### src/rtl/wb_port_arbiter.sv
// ----------------------------------------------------------------------------
// wb_port_arbiter
//
// Round-robin writeback arbiter. NUM_REQ functional-unit result streams
// compete for NUM_WB register-file write ports. Each cycle the candidates are
// scanned starting at the round-robin pointer (wrapping modulo NUM_REQ). The
// first min(#candidates, NUM_WB) candidates found are granted. The k-th grant
// in scan order drives write port k. Write-port outputs are registered.
//
// Build option (macro WB_PORT_ARBITER_SKID_EN):
//   defined   : one-entry skid buffer per stream. req_ready_o is "entry empty"
//               taken from a flop. Latency from acceptance to write port is 2.
//   undefined : no storage. req_ready_o is the combinational grant.
//               Latency is 1.
//
// Ports:
//   clk_i       clock
//   reset_i     synchronous active-high reset
//   req_v_i     per-stream result valid
//   req_addr_i  per-stream destination physical register
//   req_data_i  per-stream result data
//   req_ready_o per-stream ready; a transfer completes on req_v_i & req_ready_o
//   wb_v_o      per-port write valid (registered)
//   wb_addr_o   per-port write address (registered, held when port idle)
//   wb_data_o   per-port write data (registered, held when port idle)
//   dup_err_o   sticky: two ports written to the same address in one cycle
// ----------------------------------------------------------------------------
module wb_port_arbiter #(
    parameter int NUM_REQ     = 4,
    parameter int NUM_WB      = 2,
    parameter int PHYS_W      = 7,
    parameter int WORD_SIZE_P = 16
) (
    input  logic                                clk_i,
    input  logic                                reset_i,
    input  logic [NUM_REQ-1:0]                  req_v_i,
    input  logic [NUM_REQ-1:0][PHYS_W-1:0]      req_addr_i,
    input  logic [NUM_REQ-1:0][WORD_SIZE_P-1:0] req_data_i,
    output logic [NUM_REQ-1:0]                  req_ready_o,
    output logic [NUM_WB-1:0]                   wb_v_o,
    output logic [NUM_WB-1:0][PHYS_W-1:0]       wb_addr_o,
    output logic [NUM_WB-1:0][WORD_SIZE_P-1:0]  wb_data_o,
    output logic                                dup_err_o
);

    localparam int RR_W = (NUM_REQ > 1) ? $clog2(NUM_REQ) : 1;

    // Candidate set and the address/data each candidate would write.
    logic [NUM_REQ-1:0]                  w_cand;
    logic [NUM_REQ-1:0][PHYS_W-1:0]      w_src_addr;
    logic [NUM_REQ-1:0][WORD_SIZE_P-1:0] w_src_data;

    // Arbitration results.
    logic [NUM_REQ-1:0]                  w_grant;
    logic [NUM_WB-1:0]                   w_port_v;
    logic [NUM_WB-1:0][RR_W-1:0]         w_port_sel;
    logic [NUM_WB-1:0][PHYS_W-1:0]       w_port_addr;
    logic [NUM_WB-1:0][WORD_SIZE_P-1:0]  w_port_data;
    logic [RR_W-1:0]                     w_last;
    logic [RR_W-1:0]                     w_rr_next;
    logic                                w_any;
    logic                                w_dup;

    logic [RR_W-1:0]                     r_rr;
    logic [NUM_WB-1:0]                   r_wb_v;
    logic [NUM_WB-1:0][PHYS_W-1:0]       r_wb_addr;
    logic [NUM_WB-1:0][WORD_SIZE_P-1:0]  r_wb_data;
    logic                                r_dup;

`ifdef WB_PORT_ARBITER_SKID_EN
    logic [NUM_REQ-1:0]                  r_skid_v;
    logic [NUM_REQ-1:0][PHYS_W-1:0]      r_skid_addr;
    logic [NUM_REQ-1:0][WORD_SIZE_P-1:0] r_skid_data;

    assign w_cand     = r_skid_v;
    assign w_src_addr = r_skid_addr;
    assign w_src_data = r_skid_data;
    // Ready is the registered "entry empty" state, forced low while in reset.
    assign req_ready_o = ~r_skid_v & {NUM_REQ{~reset_i}};

    // An entry that is full only drains; it refills at the earliest on the
    // following edge, so ready never depends on this cycle's grant.
    always_ff @(posedge clk_i) begin
        if (reset_i) begin
            r_skid_v <= '0;
        end else begin
            for (int i = 0; i < NUM_REQ; i++) begin
                if (r_skid_v[i]) begin
                    if (w_grant[i]) begin
                        r_skid_v[i] <= 1'b0;
                    end
                end else if (req_v_i[i]) begin
                    r_skid_v[i] <= 1'b1;
                end
            end
        end
    end

    // Payload needs no reset: it is only consumed behind r_skid_v.
    always_ff @(posedge clk_i) begin
        for (int i = 0; i < NUM_REQ; i++) begin
            if (!r_skid_v[i] && req_v_i[i]) begin
                r_skid_addr[i] <= req_addr_i[i];
                r_skid_data[i] <= req_data_i[i];
            end
        end
    end
`else
    assign w_cand     = req_v_i;
    assign w_src_addr = req_addr_i;
    assign w_src_data = req_data_i;
    assign req_ready_o = w_grant & {NUM_REQ{~reset_i}};
`endif

    // Scan from r_rr with wrap-around; grants fill ports 0,1,... in scan order.
    always_comb begin
        int cnt;
        int idx;
        w_grant    = '0;
        w_port_v   = '0;
        w_port_sel = '0;
        w_last     = '0;
        cnt        = 0;
        idx        = 0;
        for (int k = 0; k < NUM_REQ; k++) begin
            idx = int'(r_rr) + k;
            if (idx >= NUM_REQ) begin
                idx = idx - NUM_REQ;
            end
            for (int j = 0; j < NUM_REQ; j++) begin
                if ((j == idx) && w_cand[j] && (cnt < NUM_WB)) begin
                    w_grant[j] = 1'b1;
                    w_last     = RR_W'(j);
                    for (int p = 0; p < NUM_WB; p++) begin
                        if (p == cnt) begin
                            w_port_v[p]   = 1'b1;
                            w_port_sel[p] = RR_W'(j);
                        end
                    end
                    cnt = cnt + 1;
                end
            end
        end
    end

    always_comb begin
        for (int p = 0; p < NUM_WB; p++) begin
            w_port_addr[p] = w_src_addr[w_port_sel[p]];
            w_port_data[p] = w_src_data[w_port_sel[p]];
        end
    end

    // Any two active ports targeting the same register this cycle.
    always_comb begin
        w_dup = 1'b0;
        for (int p = 0; p < NUM_WB; p++) begin
            for (int q = p + 1; q < NUM_WB; q++) begin
                if (w_port_v[p] && w_port_v[q] && (w_port_addr[p] == w_port_addr[q])) begin
                    w_dup = 1'b1;
                end
            end
        end
    end

    assign w_any     = |w_grant;
    assign w_rr_next = (w_last == RR_W'(NUM_REQ - 1)) ? '0 : w_last + 1'b1;

    always_ff @(posedge clk_i) begin
        if (reset_i) begin
            r_rr      <= '0;
            r_wb_v    <= '0;
            r_wb_addr <= '0;
            r_wb_data <= '0;
            r_dup     <= 1'b0;
        end else begin
            if (w_any) begin
                r_rr <= w_rr_next;
            end
            r_wb_v <= w_port_v;
            // Idle ports keep their last address/data.
            for (int p = 0; p < NUM_WB; p++) begin
                if (w_port_v[p]) begin
                    r_wb_addr[p] <= w_port_addr[p];
                    r_wb_data[p] <= w_port_data[p];
                end
            end
            if (w_dup) begin
                r_dup <= 1'b1;
            end
        end
    end

    assign wb_v_o    = r_wb_v;
    assign wb_addr_o = r_wb_addr;
    assign wb_data_o = r_wb_data;
    assign dup_err_o = r_dup;

endmodule

### config.mk
export PLATFORM = sky130hd
export DESIGN_NAME = wb_port_arbiter
export DESIGN_NICKNAME = d
export VERILOG_FILES = /design/src/rtl/wb_port_arbiter.sv
export SDC_FILE = /design/constraint.sdc
export NUM_CORES = 1
export LEC_CHECK = 0
export ABC_AREA = 0
export BUFFER_PORTS_ARGS = -buffer_cell sky130_fd_sc_hd__clkbuf_2
export CAP_MARGIN = 25
export CORE_AREA = 4 4 140 75
export CTS_CLUSTER_DIAMETER = 40
export DETAILED_ROUTE_END_ITERATION = 8
export DIE_AREA = 0 0 144 79
export PLACE_DENSITY_LB_ADDON = 0.25
export SYNTH_ARGS = -nofsm -noshare
export SYNTH_HDL_FRONTEND = slang
export SYNTH_SLANG_ARGS = --single-unit
export TNS_END_PERCENT = 100
### constraint.sdc
create_clock -name clk_i -period 26.6 [get_ports clk_i]
set_clock_uncertainty 0.1 [all_clocks]
set_input_delay 5.32 -clock clk_i [delete_from_list [all_inputs] [get_ports clk_i]]
set_output_delay 5.32 -clock clk_i [all_outputs]
set_load 0.03 [all_outputs]
== After elaboration in Yosys (flattened, before gate mapping) ==
Index checks and enable logic that the tools add are counted.
Storage, ports and cells
  register bits after elaboration: 51
  latch bits: 0
  memory bits (writable): 0
  bits in read-only memories: 0
  output and inout port bits: 53
  word-level logic and storage cells: 284
  memories: 0
Cells by class
  $add $sub $neg: 22
  multipliers: 0
  divide/modulo/power cells: 0
  $lt $le $gt $ge: 21
  eq/ne operators: 29
  shifts and indexed selects: 0
  mux-type cells: 150
  bitwise gates (word level): 2
  reductions and logical operators: 53
Operators by type and width (count)
  2-bit by 32-bit == test with 1-bit output (first input constant): 19
  32-bit logical NOT: 19
  32-bit two-way mux: 18
  32-bit by 3-bit less-than comparator with 1-bit output (second input constant): 15
  32-bit by 2-bit adder with 32-bit output (second input constant): 14
  3-bit by 32-bit == test with 1-bit output (first input constant): 8
  2-bit two-way mux: 58
  16-bit binary-select mux with 2-bit select: 2
  4-bit two-way mux: 14
  1-bit two-way mux: 51
  1-bit logical AND: 33
  16-bit two-way mux: 2
  7-bit binary-select mux with 2-bit select: 2
  7-bit two-way mux: 2
  3-bit by 3-bit subtractor with 4-bit output (second input constant): 3
  3-bit >= comparator (second input constant): 3
  7-bit == test: 1
  2-bit by 2-bit adder with 3-bit output (second input constant): 2
  2-bit by 3-bit less-than comparator with 1-bit output (second input constant): 2
  4-bit bitwise AND: 1
  4-bit OR reduction: 1
  2-bit by 3-bit subtractor with 4-bit output (second input constant): 1
  2-bit by 1-bit adder with 3-bit output (second input constant): 1
  2-bit by 3-bit >= comparator with 1-bit output (second input constant): 1
  other kinds (4): 4

== Longest topological paths before layout ==
  depth in word-level cells: 55
  depth in mapped cells: 60

== Least setup slack after synthesis ==
OpenSTA, ideal clock, no wires.
  path kind: input-to-output
  start point: input port req_v_i[0]
  end point: output port req_ready_o[3]
  arrival: 14391 ps
  data required time: 21180 ps
  path slack: 6789 ps
  stages: 41
  buffers on the path: 3
  cell sequence: clkbuf_1 -> inv_1 -> nor3_1 -> ha_1 -> xnor2_1 -> ha_1 -> and3b_1 -> o22ai_2 -> ha_1 -> nand4b_1 -> nor2_1 -> nor2_4 -> ha_1 -> nor4b_1 -> nor2_1 -> ha_1 -> nor4bb_1 -> a21oi_1 -> [5 not listed] -> a2111oi_0 -> nor2_1 -> ha_1 -> nand4b_1 -> o31a_1 -> and2_1 -> buf_2 -> ha_1 -> nor2_1 -> a21oi_1 -> ha_1 -> nor2b_1 -> o22ai_1 -> or3_1 -> buf_2 -> nor2_1 -> nor4_1 -> nor2_1
Between the ends
  word-level cells in the longest chain between the ends: 48
Ends and longest elaborated chain
  from (decl): line 36  | input logic [NUM_REQ-1:0] req_v_i,
  1-bit logical AND: line 131  | if ((j == idx) && w_cand[j] && (cnt < NUM_WB)) begin
  1-bit two-way mux: line 131
  32-bit by 3-bit less-than comparator with 1-bit output: line 131
  1-bit logical AND: line 131
  32-bit two-way mux: line 131
  32-bit by 3-bit less-than comparator with 1-bit output: line 131
  1-bit logical AND: line 131
  32-bit two-way mux: line 131
  [32 not listed]
  32-bit two-way mux: line 131
  32-bit by 3-bit less-than comparator with 1-bit output: line 131
  1-bit logical AND: line 131
  32-bit two-way mux: line 131
  32-bit by 3-bit less-than comparator with 1-bit output: line 131
  1-bit logical AND: line 131
  1-bit two-way mux *: line 131
  4-bit bitwise AND *: line 112  | assign req_ready_o = w_grant & {NUM_REQ{~reset_i}};
  to (decl): line 39  | output logic [NUM_REQ-1:0] req_ready_o,
Mark *: on every way between the ends. The rest lies on a longest branch, timed or not.

== Worst setup path in the final report ==
Same ends and word-level chain as after synthesis.

==> results.sh <==
export IMPL_cp_common_cell="sky130_fd_sc_hd__ha_1"
export IMPL_clock_sinks=51
export IMPL_filler_cell_count=769
export IMPL_synth_async_reset_ratio_pct=0
export IMPL_timing_final_crit_share_pct=81.1
export IMPL_number_of_inserted_diodes=0
export IMPL_setup_viol=0
export IMPL_max_freq_mhz=46.3
export IMPL_grt_remaining_overflow=0
export IMPL_die_x_um=144
export IMPL_syn_cell_area_mm2=0.00523
export IMPL_placement_rows=25
export IMPL_first_global_vias=5512
export IMPL_path_max_fanout=11
export IMPL_crit_arrival_ps=16160
export IMPL_timing_max_transition_violations_final=0
export IMPL_area_growth_syn_to_layout_pct=18.9
export IMPL_syn_area_per_cell_um2=7.68
export IMPL_die_height_um=79
export IMPL_synth_edff_count=0
export IMPL_timing_critical_path_to_type="primary output"
export IMPL_tritoncts="built"
export IMPL_antenna_found_initial=0
export IMPL_hold_fix_buffers_at_cts=0
export IMPL_clk_pin_slew_worst_paths_ps=70
export IMPL_synth_seq_area_share_pct=19.5
export IMPL_hpwlAfterDp_mm=14.7
export IMPL_mostFrequentLayoutCell="sky130_fd_sc_hd__clkbuf_2"
export IMPL_via_count=5837
export IMPL_dr_pass1_iters=5
export IMPL_floorplan_die_area_mm2=0.0114
export IMPL_synth_flop_cell="sky130_fd_sc_hd__dfxtp_1"
export IMPL_final_layout_size_suffix_gt1_share_pct=24.3
export IMPL_finish_net_count=933
export IMPL_total_placed_instance_area_mm2=0.00602
export IMPL_tightest_slew_ps=952
export IMPL_grt_setup_unrepaired="no"
export IMPL_route_antenna_remaining_nets=0
export IMPL_synth_net_count=813
export IMPL_largest_net_degree_at_the_start_of_global_routing=65
export IMPL_globalplace_congestion=1.01
export IMPL_ys_ff_latch=51
export IMPL_cts_repair_timing_setup_buffer_count=0
export IMPL_groute_usage_overall_pct=32.8
export IMPL_hold_viol=0
export IMPL_post_synth_main_area_contributors="sky130_fd_sc_hd__dfxtp_1 (20%), sky130_fd_sc_hd__mux2i_1 (13%), sky130_fd_sc_hd__ha_1 (8.4%)"
export IMPL_grt_pass1_wl_mm=29.4
export IMPL_area_share_of_the_largest_cell_type_after_synthesis_pct=19.5
export IMPL_drc_errors=0
export IMPL_mostFrequentLayoutCells="sky130_fd_sc_hd__clkbuf_2 (150), sky130_fd_sc_hd__nand2_1 (96), sky130_fd_sc_hd__mux2i_1 (67), sky130_fd_sc_hd__a21oi_1 (58), sky130_fd_sc_hd__nor2_1 (56)"
export IMPL_start_util_pct=56.6
export IMPL_drv_cap=0
export IMPL_cts_buffer_depth=2
export IMPL_cp_data_required_time_ps=21180
export IMPL_drt_first_iter_violations=703
export IMPL_ctsResizeCount=0
export IMPL_io_pins=151
export IMPL_worst_min_path_class="flip-flop to flip-flop"
export IMPL_outcome="finished clean"
export IMPL_synthesis_instances=680
export IMPL_cts_buffers=5
export IMPL_timing_critical_path_slowest_stage_cell="sky130_fd_sc_hd__a211oi_1"
export IMPL_cts_htree_levels=2
export IMPL_place_port_buffers=150
export IMPL_timing_hold_ws_ps=351
export IMPL_max_stage_delay_ps=530
export IMPL_finalWorstPathRequiredPeriod_ps=21580
export IMPL_layout_core_utilization_pct=67.3
export IMPL_synthDominantAreaCellType="sky130_fd_sc_hd__dfxtp_1"
export IMPL_core_region_area_mm2=0.00923
export IMPL_cts_root_buffer_type="sky130_fd_sc_hd__clkbuf_16"
export IMPL_drt_total_wl_mm=19.1
export IMPL_route_detailed_vias_per_inst=6.33
export IMPL_avgRoutedWirePerCell_um=20.7
export IMPL_worstSetupStartpointType="input port"
export IMPL_clkLatencyLatePin_ps=290
export IMPL_number_of_unique_standard_cell_types_used_by_synthesis=71
export IMPL_final_design_area_no_fill_mm2=0.00621
export IMPL_setup_total_negative_slack_ps=0
export IMPL_slew_headroom_pct=36.4
export IMPL_timing_worst_setup_path_type="input port to primary output"
export IMPL_yosys_warnings=0
==> state kept, by name, summed over array words and instances, names as in the netlist <==
signal,cells
wb_data_o,32
wb_addr_o,14
r_rr,2
wb_v_o,2
dup_err_o,1
==> cell type report <==
type	count	area, um2	share of cell area, %
clock buffers	6	129	2.07
clock inverters	2	60.1	0.967
inverters	27	101	1.63
multi-input cells	551	3890	62.7
flip-flops and latches	51	1020	16.4
well taps	121	151	2.44
repair buffers	164	856	13.8
==> synth_stat cells, drive strengths merged (2+ instances only) <==
library cell,count
xnor2,13
ha,35
a22oi,4
a311o,16
clkbuf,21
a2111oi,3
a221o,2
o21ai,5
a21boi,4
and3,8
a2bb2oi,3
and2,23
nand4,7
a32oi,9
nand2b,5
o22ai,6
nand3,13
o211ai,2
mux2i,67
dfxtp,51
a211oi,36
nand3b,2
and3b,4
nor4b,2
a21oi,58
buf,30
nor3b,2
xor2,5
nor4,5
a221oi,2
o21bai,2
nand2,96
nor3,11
nor2b,24
nand4b,3
inv,27
nor2,57
==> critical path: cells and delay by family <==
kind                       cells  cell delay (ps)
xor gates and xnor gates       1              210
adders and majority gates     10             3260
and+or+nand+nor               19             4360
AOI/OAI and AO/OA              7             2280
buffers and inverters          4              710
==> cell families (layout without fill, tap and decap cells) <==
kind of cell | Yosys count | in the layout | share of synthesized area, %
AO/OA/AOI/OAI | 163 | 163 | 22.5
XOR/XNOR | 19 | 19 | 4.55
adder cells (fa/ha/maj) | 35 | 35 | 8.38
buffers and inverters | 78 | 199 | 6.63
flip-flops | 51 | 51 | 19.5
multiplexers | 68 | 68 | 13.1
AND/OR/NAND/NOR | 266 | 266 | 25.3
==> metal layers <==
layer	track usage [%]	share of wire [%]	wire, um	vias up
li1	-	-	-	2690
met1	48.1	45	8520	2772
met2	44.7	40	7590	353
met3	14.0	15	2840	22
met4	5.36	0.91	173	0
met5	0	0	0	-
==> final timing paths <==
path	start	endpoint	slack, ps	cells past startpoint
worst min register to register	wb_data_o[3]	wb_data_o[3]	350	2
worst max-delay path	req_v_i[0]	req_ready_o[3]	5020	41
worst max register to register	r_rr[0]	dup_err_o	12270	53
worst min-delay path	wb_data_o[3]	wb_data_o[3]	350	2
==> stage by stage <==
stage                     instances  worst slack, ps
final                           922             5020
after global routing            922             4440
after CTS                       922             5370
after detailed placement        914             5400
after global placement          914             5750
after floorplan                 680             6790
Power is not shown: default switching activity piles up to over one toggle a cycle in this logic, so the estimate is an artifact.
